File: src/rtl/gcd_job_sequencer.sv
// Feeder/collector for the ee354_GCD engine: buffers operand pairs, sequences
// Start/Done/Ack, bypasses zero operands and aborts hung jobs via a watchdog.
module gcd_job_sequencer #(
  parameter int DEPTH   = 4,
  parameter int TIMEOUT = 255
) (
  input  logic       Clk,
  input  logic       Reset,
  input  logic       in_valid,
  output logic       in_ready,
  input  logic [7:0] in_a,
  input  logic [7:0] in_b,
  input  logic       step_en,
  input  logic       gcd_idle,
  input  logic       gcd_done,
  input  logic [7:0] gcd_result,
  output logic [7:0] gcd_ain,
  output logic [7:0] gcd_bin,
  output logic       gcd_start,
  output logic       gcd_ack,
  output logic       gcd_cen,
  output logic       eng_rst,
  output logic       res_valid,
  input  logic       res_ready,
  output logic [7:0] res_a,
  output logic [7:0] res_b,
  output logic [7:0] res_gcd,
  output logic       res_err,
  output logic       busy,
  output logic [7:0] jobs_done
);
  localparam int          AW        = $clog2(DEPTH);
  localparam logic [AW:0] FULL_CNT  = (AW+1)'(DEPTH);
  localparam logic [15:0] WDOG_LAST = 16'(TIMEOUT - 1);

  typedef enum logic [2:0] {
    IDLE      = 3'd0,
    ISSUE     = 3'd1,
    WAIT_DONE = 3'd2,
    ACK       = 3'd3,
    EMIT      = 3'd4
  } state_t;

  state_t        state, state_nxt;
  logic [15:0]   mem [DEPTH];
  logic [AW-1:0] wr_ptr, rd_ptr;
  logic [AW:0]   count;
  logic [15:0]   wdog;
  logic [7:0]    head_a, head_b;
  logic          empty, push, pop, head_zero, timeout_hit, res_take;

  assign empty       = (count == {(AW+1){1'b0}});
  assign in_ready    = (count != FULL_CNT);
  assign push        = in_valid && in_ready;
  assign pop         = (state == IDLE) && !empty && gcd_idle;
  assign {head_a, head_b} = mem[rd_ptr];
  assign head_zero   = (head_a == 8'd0) || (head_b == 8'd0);
  // done wins over the watchdog when both land in the same cycle
  assign timeout_hit = (state == WAIT_DONE) && !gcd_done && step_en && (wdog == WDOG_LAST);
  assign res_take    = (state == EMIT) && res_ready;

  assign gcd_start = (state == ISSUE);
  assign gcd_ack   = (state == ACK);
  assign res_valid = (state == EMIT);
  assign gcd_cen   = step_en;
  assign busy      = (state != IDLE) || !empty;

  // operand storage
  always_ff @(posedge Clk) begin
    if (push) mem[wr_ptr] <= {in_a, in_b};
  end

  // FIFO pointers and occupancy
  always_ff @(posedge Clk or posedge Reset) begin
    if (Reset) begin
      wr_ptr <= {AW{1'b0}};
      rd_ptr <= {AW{1'b0}};
      count  <= {(AW+1){1'b0}};
    end else begin
      if (push) wr_ptr <= wr_ptr + 1'b1;
      if (pop)  rd_ptr <= rd_ptr + 1'b1;
      case ({push, pop})
        2'b10:   count <= count + 1'b1;
        2'b01:   count <= count - 1'b1;
        default: count <= count;
      endcase
    end
  end

  // state register
  always_ff @(posedge Clk or posedge Reset) begin
    if (Reset) state <= IDLE;
    else       state <= state_nxt;
  end

  // next-state logic
  always_comb begin
    state_nxt = state;
    case (state)
      IDLE: begin
        if (pop) state_nxt = head_zero ? EMIT : ISSUE;
        else     state_nxt = IDLE;
      end
      ISSUE: state_nxt = WAIT_DONE;
      WAIT_DONE: begin
        if (gcd_done)         state_nxt = ACK;
        else if (timeout_hit) state_nxt = EMIT;
        else                  state_nxt = WAIT_DONE;
      end
      ACK: begin
        if (gcd_idle) state_nxt = EMIT;
        else          state_nxt = ACK;
      end
      EMIT: begin
        if (res_ready) state_nxt = IDLE;
        else           state_nxt = EMIT;
      end
      default: state_nxt = IDLE;
    endcase
  end

  // job datapath: operands, result capture, watchdog, completion counter
  always_ff @(posedge Clk or posedge Reset) begin
    if (Reset) begin
      gcd_ain   <= 8'd0;
      gcd_bin   <= 8'd0;
      res_a     <= 8'd0;
      res_b     <= 8'd0;
      res_gcd   <= 8'd0;
      res_err   <= 1'b0;
      eng_rst   <= 1'b0;
      wdog      <= 16'd0;
      jobs_done <= 8'd0;
    end else begin
      eng_rst <= timeout_hit;
      case (state)
        IDLE: begin
          if (pop) begin
            res_a   <= head_a;
            res_b   <= head_b;
            res_err <= 1'b0;
            if (head_zero) begin
              res_gcd <= head_a | head_b;
            end else begin
              gcd_ain <= head_a;
              gcd_bin <= head_b;
            end
          end
        end
        ISSUE: wdog <= 16'd0;
        WAIT_DONE: begin
          if (gcd_done) begin
            res_gcd <= gcd_result;
          end else if (timeout_hit) begin
            res_gcd <= 8'd0;
            res_err <= 1'b1;
          end else if (step_en) begin
            wdog <= wdog + 16'd1;
          end
        end
        default: wdog <= wdog;
      endcase
      if (res_take) jobs_done <= jobs_done + 8'd1;
    end
  end
endmodule

File: config.mk
export PLATFORM = sky130hd
export DESIGN_NAME = gcd_job_sequencer
export DESIGN_NICKNAME = d
export VERILOG_FILES = /design/src/rtl/gcd_job_sequencer.sv
export SDC_FILE = /design/constraint.sdc
export NUM_CORES = 1
export LEC_CHECK = 0
export ABC_AREA = 1
export BUFFER_PORTS_ARGS = -buffer_cell sky130_fd_sc_hd__buf_4
export CAP_MARGIN = 20
export CORE_UTILIZATION = 40
export DETAILED_ROUTE_END_ITERATION = 8
export PLACE_DENSITY = 0.7
export SLEW_MARGIN = 0
export SYNTH_ARGS = -nofsm -noshare
export SYNTH_HDL_FRONTEND = slang
export SYNTH_SLANG_ARGS = --single-unit
File: constraint.sdc
create_clock -name Clk -period 3.3 [get_ports Clk]
set_clock_uncertainty 0.15 [all_clocks]
set_input_delay 0.165 -clock Clk [delete_from_list [all_inputs] [get_ports Clk]]
set_output_delay 0.165 -clock Clk [all_outputs]
set_load 0.05 [all_outputs]
## Word-level counts from Yosys, hierarchy flattened

Memory sizes are Yosys's and may differ from the RTL's.
Index checks and enable logic that the tools add are counted.

| storage, ports and cells | value |
|---|---|
| register bits | 76 |
| output and inout bits | 56 |
| logic and storage cells | 84 |
| input bits | 31 |
| memories | 1 |
| RAM bits | 64 |

Memory list:

| name | words | bits a word | rd ports | clocked after Yosys merged registers in | wr ports | line | RTL |
|---|---|---|---|---|---|---|---|
| mem | 4 | 16 | 1 | 0 | 1 | 45 | `logic [15:0] mem [DEPTH];` |

| operators by class | value |
|---|---|
| add/sub/neg operators | 6 |
| muxes and demuxes | 23 |
| reductions and logical operators | 24 |
| bitwise gates (word level) | 2 |
| equal/unequal tests | 15 |

Operators by type and width:

| kind | number |
|---|---|
| 16-bit two-way mux | 3 |
| 8-bit two-way mux | 4 |
| 16-bit one-hot mux with 2 select lines | 1 |
| 3-bit two-way mux | 6 |
| 16-bit by 1-bit adder with 16-bit output (second input constant) | 1 |
| 16-bit by 8-bit equality test with 1-bit output (second input constant) | 1 |
| 8-bit zero test | 2 |
| 8-bit one-hot mux with 2 select lines | 1 |
| 3-bit one-hot mux with 5 select lines | 1 |
| 2-bit inequality test (second input constant) | 6 |
| 4-bit AND reduction | 3 |
| 8-bit by 1-bit adder with 8-bit output (second input constant) | 1 |
| 8-bit bitwise OR | 1 |
| 1-bit logical AND | 7 |
| 3-bit by 2-bit equality test with 1-bit output (second input constant) | 2 |
| 3-bit zero test | 2 |
| 3-bit inequality test (second input constant) | 2 |
| 3-bit one-hot mux with 2 select lines | 1 |
| 2-bit nonzero test | 3 |
| 1-bit two-way mux | 5 |
| 2-bit by 1-bit adder with 2-bit output (second input constant) | 2 |
| 3-bit by 1-bit adder with 3-bit output (second input constant) | 1 |
| 3-bit by 1-bit equality test with 1-bit output (second input constant) | 1 |
| 3-bit equality test (second input constant) | 1 |
| 10 further kinds | 12 |

## Depth between registers and ports, before layout

Gate-level depths: netlist of run 1.

| logic depth | value |
|---|---|
| word-level depth | 7 |
| gate-level depth with buffers | 15 |
| mapped depth without buffers | 13 |

## Least setup slack after synthesis of run 1

No wires, ideal clock.

| timing path | value |
|---|---|
| kind | reg-to-reg |
| from | register count[0] |
| to | register count[2] |
| buffers on the path | 0 |
| slack | 0.789 ns |
| clock period less this slack | 2.511 ns |
| data required time | 3.026 ns |
| arrival | 2.237 ns |
| stages on the path, launching flop included | 10 |
| setup time | 0.124 ns |
| cell sequence | dfrtp_1 -> inv_1 -> nand3_1 -> nand2_1 -> ha_1 -> inv_1 -> fa_1 -> a21oi_1 -> o21ai_0 -> xnor2_1 |

| between the ends | value |
|---|---|
| elaborated cells between the ends (all ways) | 12 |
| those cells by class | 2 x add/sub; 3 x eq/ne; 1 x mux; 6 x reduce/logical |

RTL lines:

| item | line | RTL |
|---|---|---|
| start: declaration | 47 | `logic [AW:0] count;` |
| start signal: assignment | 78 | `count <= {(AW+1){1'b0}};` |
| start signal: assignment | 83 | `2'b10: count <= count + 1'b1;` |
| start signal: assignment | 84 | `2'b01: count <= count - 1'b1;` |
| 3-bit inequality test * | 53 | `assign in_ready = (count != FULL_CNT);` |
| named net in_ready | 10 | `output logic in_ready,` |
| 1-bit logical AND * | 54 | `assign push = in_valid && in_ready;` |
| 2-bit by 1-bit equality test with 1-bit output or 2-bit equality test (tied branches) | 82 | `case ({push, pop})` |
| 3-bit one-hot mux with 2 select lines or 2-bit nonzero test (tied branches) | - |  |

Mark *: on every way through the listed nets, which the timed path passes. The rest lies on a longest branch.
A chain may end at the register's enable or synchronous reset.

## Final worst setup path of run 1

| timing path | value |
|---|---|
| from | register rd_ptr[1] |
| to | register state[2] |

| between the ends | value |
|---|---|
| word-level cells in the longest chain between the ends | 6 |
| elaborated cells between the ends (all ways) | 7 |
| those cells by class | 3 x mux; 3 x reduce/logical; 1 x memory |

Ends and longest elaborated chain:

| item | line | RTL |
|---|---|---|
| start: declaration | 46 | `logic [AW-1:0] wr_ptr, rd_ptr;` |
| start signal: assignment | 77 | `rd_ptr <= {AW{1'b0}};` |
| start signal: assignment | 81 | `if (pop) rd_ptr <= rd_ptr + 1'b1;` |
| memory 4 x 16 bit * | - |  |
| 8-bit zero test | 57 | `assign head_zero = (head_a == 8'd0) \|\| (head_b == 8'd0);` |
| 1-bit logical OR * | 57 |  |
| 3-bit two-way mux * (2 in a row) | 101 | `if (pop) state_nxt = head_zero ? EMIT : ISSUE;` |
| 3-bit one-hot mux with 5 select lines * | 99 | `case (state)` |
| named net state_nxt[2] | 44 | `state_t state, state_nxt;` |
| end signal: assignment | 93 | `else state <= state_nxt;` |
| end: declaration | 44 |  |

Marked as above.

==> results of run 1 <==
metal layers:
metal	global-route usage (%)	vias to the layer above	routed length, um
met1	24.5	2223	6430
met2	30.1	158	6760
met5	0	-	0
li1	-	2234	-
met3	5.01	28	878
met4	9.21	0	358
what timing repair did:
item | in CTS | in global routing
endpoints found under the setup margin | 0 | 0
hold endpoints to repair | 120 | 0
hold buffers | 29 | 0
layout by cell type (no fill, tap or decap), drive strengths merged:
cell type,instances
clkbuf,20
o21ai,50
a31o,8
inv,33
xnor2,4
o2111ai,1
o21a,1
a21oi,11
edfxtp,64
nand3b,1
nor2,26
clkinv,3
buf,94
nand3,50
fa,1
clkinvlp,3
ha,8
bufinv,2
dlygate4sd3,29
dfrtp,76
nand4,5
xor2,22
nand2,193
nor3,9
nor3b,2
mux2,1
or2,11
cell families after synthesis:
family | after synthesis
AO/OA/AOI/OAI | 71
XOR/XNOR | 26
adder cells (fa/ha/maj) | 9
buffers and inverters | 53
flip-flops | 140
multiplexers | 1
AND/OR/NAND/NOR | 297
power by group through the flow:
stage               combinational (mW)  clock [mW]  sequential [mW]
global route                      3.78        1.94             2.75
CTS                               3.48        1.88             2.70
finish                            3.47        1.85             2.70
detailed placement                3.43           0             2.72
floorplan                         1.75           0             3.45
global placement                  3.36           0             2.71
flip-flops by register name, summed over array words and instances, names as in the netlist:
| name | cells |
|---|---|
| jobs_done | 8 |
| wdog | 16 |
| count | 3 |
| res_err | 1 |
| gcd_ain | 8 |
| wr_ptr | 2 |
| res_gcd | 8 |
| mem | 64 |
| gcd_bin | 8 |
| res_a | 8 |
| state | 3 |
| eng_rst | 1 |
| res_b | 8 |
| rd_ptr | 2 |
per-stage QoR:
step | setup WS, ns | hold WS (ns) | utilization (%) | instance area, sq um
3_5_place_dp | 0.714 | 0.220 | 46.9 | 6920
6_report | 0.557 | 0.0704 | 52.7 | 7780
3_3_place_gp | 0.796 | 0.215 | 46.9 | 6920
5_1_grt | 0.315 | 0.0916 | 52.7 | 7780
2_1_floorplan | 0.789 | 0.114 | - | 6150
4_1_cts | 0.543 | 0.0668 | 52.7 | 7780
final timing paths:
kind	endpoint	slack (ns)	cells after the start
setup / recovery	state[2]	0.56	10
hold / removal	wr_ptr[0]	0.07	3
setup reg to reg	state[2]	0.56	10
hold reg to reg	res_err	0.33	2
max in group asynchronous	wdog[0]	1.74	4
min in group asynchronous	res_a[1]	0.38	3
critical path, delay by kind of cell, from the launching register on:
kind                   cells  cell delay [ns]
buffers and inverters      2             0.79
AND/OR/NAND/NOR            7             0.76
flip-flops                 1             0.81
AO/OA/AOI/OAI              1             0.10
final cells by class:
type,instances,area (sq um)
clock buffer,20,437
clock inverter,12,136
multi-input combinational,404,2040
sequential,140,3820
timing repair buffer,123,996
inverter,29,114
tap,184,230
fill,1282,6980
==> flow_summary.ini, run 1 <==
[timing]
finalSetupViolCount = 0
tns_ns = 0
clock.fmax_ghz = 0.365
relSlewSlack_pct = 35.4
fin_crit_sh_pct = 83.1
hold_violations = 0
drv_slew = 0
grt_setup_unrepaired = false
worst_pin_slew_ns = 0.968
period_needed_ns = 2.74

[logic_synthesis]
synth-simple-area-share_pct = 20.9
synth.ff_latch_count = 140
avgSynthCellArea_sq_um = 10.3
synth-xor-area-share_pct = 3.70
yosys.area.top_type_share_pct = 31.2
netlist_area_sq_um = 6150
synthMuxAreaShare_pct = 0.183
synth_top_area_cell = edfxtp_1
synthTopCellsByCount = nand2_1, dfrtp_1, edfxtp_1
syn_inst = 597
synth-adder-area-share_pct = 1.95
yosysWarningCount = 0
ys.flop_type = dfrtp_1
synth-edff-count = 64
synth-compound-area-share_pct = 6.43
synth.net_count = 637
yosysMostFrequentCell = nand2_1
ys_top_cells_by_area = edfxtp_1, dfrtp_1, nand2_1
synth_top_family_by_area = simple AND/OR/NAND/NOR gates
ys_async_sr_fraction_pct = 54.3
ys_seq_area_share_pct = 62.1
synth_cell_type_count = 35

[placed_design]
gp_congestion = 0.890
hpwl_mm = 9.84
numPortBuffers = 86
dp.cells = 851

[die]
start_util_pct = 41.7
io_pins = 87
core-area_sq_um = 14800
die-area_sq_um = 15900
die_w_um = 126
std_cell_rows = 44
die_y_um = 126

[setup_path]
cpPeakStageDelay_ns = 0.81
end_kind = flop
cp.arrival_ns = 2.90
startpoint_type = flop
timing.setup.critical_path_class = reg -> reg
slowest_stage = dfrtp_1
timing.rr.start = rd_ptr[1]
cp.required_ns = 3.45
cp_cell_sequence = inv_4, nand3_1, nand2_1, nand2_1, nor2_1, nand2_1, nand2_1, nand2_2, o2111ai_1, dlygate4sd3_1
path_common_cell = nand2_1
startpoint = rd_ptr[1]
cp_max_fo = 17

[min_path]
hp-start = in_valid
hold_class = in -> reg

[power_and_ir_drop]
p_switching_mw = 3.56
p_leak_nw = 3.45
peakVddDrop_mv = 0.487
finalPower_mw = 8.02
p_clk_share_pct = 23.1
sw_frac_of_total_pct = 44.5
combPwrFrac_pct = 43.2
power_density_nw_per_um2 = 1030
p_seq_share_pct = 33.7
p_int_mw = 4.46

[finish]
syn2layout_area_growth_pct = 26.4
fin_nets = 755
fin_cells = 912
n_antenna_cell = 0
drive_gt1_share_pct = 21.7

[detailed_routing]
drc = 0
avgViaCountPerCell = 5.09
wl_per_cell_um = 15.8
drtPass1Iterations = 5
ant_nets = 0
drt_wl_total_mm = 14.4
dr_total_vias = 4643
drt_iter0_markers = 299

[clocking]
h-tree-depth = 4
cts_tree = done
cts_made_buffers = 17
clk_pin_slew_worst_paths_ns = 0.06
cts_resized = 0
clockBufferDepth = 2
cts_root_buffer = clkbuf_16
clock_sinks = 140
clock_latency_ns = 0.43
post_cts_buffers = 0

[grt]
grt_pass1_vias = 4538
grt_max_degree = 47
grt_remaining_overflow = 0
grt.total_usage_pct = 19.1
antenna_found_initial = 0
grt_pass1_wl_mm = 23.0

[outcome]
status = finished, final reports clean

[job]
drv_cap = 0
(Power assumes the default switching activity.)
==> run 2: changes to the inputs <==
--- a/config.mk
+++ b/config.mk
@@ -10,7 +10,7 @@
 export CAP_MARGIN = 20
 export CORE_UTILIZATION = 40
 export DETAILED_ROUTE_END_ITERATION = 8
-export PLACE_DENSITY = 0.7
+export PLACE_DENSITY = 0.72
 export SLEW_MARGIN = 0
 export SYNTH_ARGS = -nofsm -noshare
 export SYNTH_HDL_FRONTEND = slang
==> constraint.sdc (replaced) <==
create_clock -name Clk -period 2.3 [get_ports Clk]
set_clock_uncertainty 0.15 [all_clocks]
set_input_delay 0.115 -clock Clk [delete_from_list [all_inputs] [get_ports Clk]]
set_output_delay 0.115 -clock Clk [all_outputs]
set_load 0.05 [all_outputs]
==> run 2 against run 1 <==
First-iteration DRC count up 13%. Via count up 0.80%. Power up 53%. Largest power group unchanged.
==> flow_summary.ini, run 2 (synthesis results as in run 1) <==
[outcome]
status = finished, final reports clean

[clocking]
h-tree-depth = 4
cts_root_buffer = clkbuf_16
cts_made_buffers = 17
clk_pin_slew_worst_paths_ns = 0.06
post_cts_buffers = 0
clockBufferDepth = 2
clock_sinks = 140
cts_tree = done
clock_latency_ns = 0.42

[setup_path]
cp.required_ns = 2.45
end_kind = flop
r2r_cells = 9
cp_max_fo = 3
cpPeakStageDelay_ns = 0.41
startpoint_type = flop
cp_cell_sequence = nor2_1, nand2_1, nor3_4, ha_1, inv_1, fa_1, a21oi_1, o21ai_0, xnor2_1
cp.arrival_ns = 2.33
timing.setup.critical_path_class = reg -> reg
slowest_stage = dfrtp_1

[min_path]
hold_class = in -> reg
whs_path_depth = 5

[placed_design]
gp_congestion = 0.799
place_worst_setup_slack_ns = 0.116
hpwl_mm = 10.0
place_area_sq_um = 7150
numPortBuffers = 86

[power_and_ir_drop]
p_seq_share_pct = 30.7
combPwrFrac_pct = 45.5
sw_frac_of_total_pct = 42.0
p_int_mw = 7.12
p_clk_share_pct = 23.8
p_leak_nw = 3.62
power_density_nw_per_um2 = 1520
p_switching_mw = 5.15
peakVddDrop_mv = 0.599

[grt]
grt_pass1_wl_mm = 23.2
grt_max_degree = 35
grt_remaining_overflow = 0
antenna_found_initial = 0
grt_pass1_vias = 4473
grt.total_usage_pct = 19.4

[die]
die-area_sq_um = 15900
std_cell_rows = 44
die_w_um = 126
start_util_pct = 41.7
die_y_um = 126
io_pins = 87
core-area_sq_um = 14800

[finish]
fin_area_sq_um = 8060
regMostFlops = mem
fillers = 1226
largest_reg_flops = 64
n_antenna_cell = 0
layout_commonest_cell = nand2_1
largestRegisters = mem (64), wdog (16)
drive_gt1_share_pct = 24.6
fin_nets = 779
syn2layout_area_growth_pct = 31.0
final_cell_mix = nand2_1, buf_4, dfrtp_1

[job]
drv_cap = 0

[timing]
relSlewSlack_pct = 51.9
hold_violations = 0
grt_setup_unrepaired = false
drv_slew = 0
period_needed_ns = 2.18
finalSetupViolCount = 0
fin_ws_ns = 0.123
tns_ns = 0
worst_pin_slew_ns = 0.721
clock.fmax_ghz = 0.459
fin_crit_sh_pct = 94.6

[detailed_routing]
drtPass1Iterations = 5
drt_iter0_markers = 339
ant_nets = 0
wl_per_cell_um = 15.5
drc = 0
dr_total_vias = 4680
avgViaCountPerCell = 5.00
drt_wl_total_mm = 14.5
## run 2: changes by cell type in the layout (fill, tap and decap cells not counted), sizes merged
cell         before  now
inv              33   29
clkbuf           20   19
bufinv            2    5
clkinvlp          3    2
buf              94  119
clkinv            3    6
dlygate4sd3      29   28
## run 2: area by class of cell
cell class / instances / area [sq um] / share of cell area (%)
Timing Repair Buffer: 147 / 1210 / 15.0
Tap cell: 184 / 230 / 2.86
Sequential cell: 140 / 3820 / 47.4
Multi-Input combinational cell: 404 / 2050 / 25.5
Inverter: 29 / 114 / 1.41
Clock inverter: 13 / 198 / 2.45
Clock buffer: 19 / 433 / 5.37
## run 2: critical path, delay by kind of cell, from the launching register on
| family | cells | cell delay (ns) |
|---|---|---|
| flops | 1 | 0.41 |
| simple gates | 3 | 0.49 |
| xor+xnor | 1 | 0.14 |
| fa+ha+maj | 2 | 0.55 |
| buf+inv | 1 | 0.06 |
| compound gates | 2 | 0.27 |
## run 2: power by group through the flow
stage	clock, mW	sequential (mW)	combinational (mW)
6_report	2.92	3.77	5.58
5_1_grt	3.08	3.84	6.06
3_5_place_dp	0	3.82	5.56
3_3_place_gp	0	3.78	5.45
4_1_cts	2.96	3.78	5.62
2_1_floorplan	0	4.96	2.51
## run 2: routing by layer
metal  GRT usage (%)  share of wire (%)
met5               0                  0
met4            8.29                2.2
met3            5.06                5.2
met2            31.4                 48
met1            24.8                 45
## run 2: through the flow
step	std cells	util, %	total power, mW	hold slack [ns]
floorplan	597	-	7.47	0.0639
global placement	876	48.5	9.23	0.113
detailed placement	876	48.5	9.37	0.125
CTS	936	54.6	12.4	0.0160
global route	936	54.6	13.0	0.0568
finish	936	54.6	12.3	0.0193
## run 2: worst paths after layout
check,from,endpoint,slack (ns)
max in group asynchronous,Reset,wdog[8],1.00
setup / recovery,state[1],count[2],0.12
hold reg to reg,jobs_done[7],jobs_done[7],0.31
hold / removal,step_en,eng_rst,0.02
min in group asynchronous,Reset,rd_ptr[1],0.24
setup reg to reg,state[1],count[2],0.12
## run 2: what timing repair did
action | CTS | global route
resized for setup | 0 | 0
hold endpoints to repair | 107 | 0
hold buffers | 28 | 0
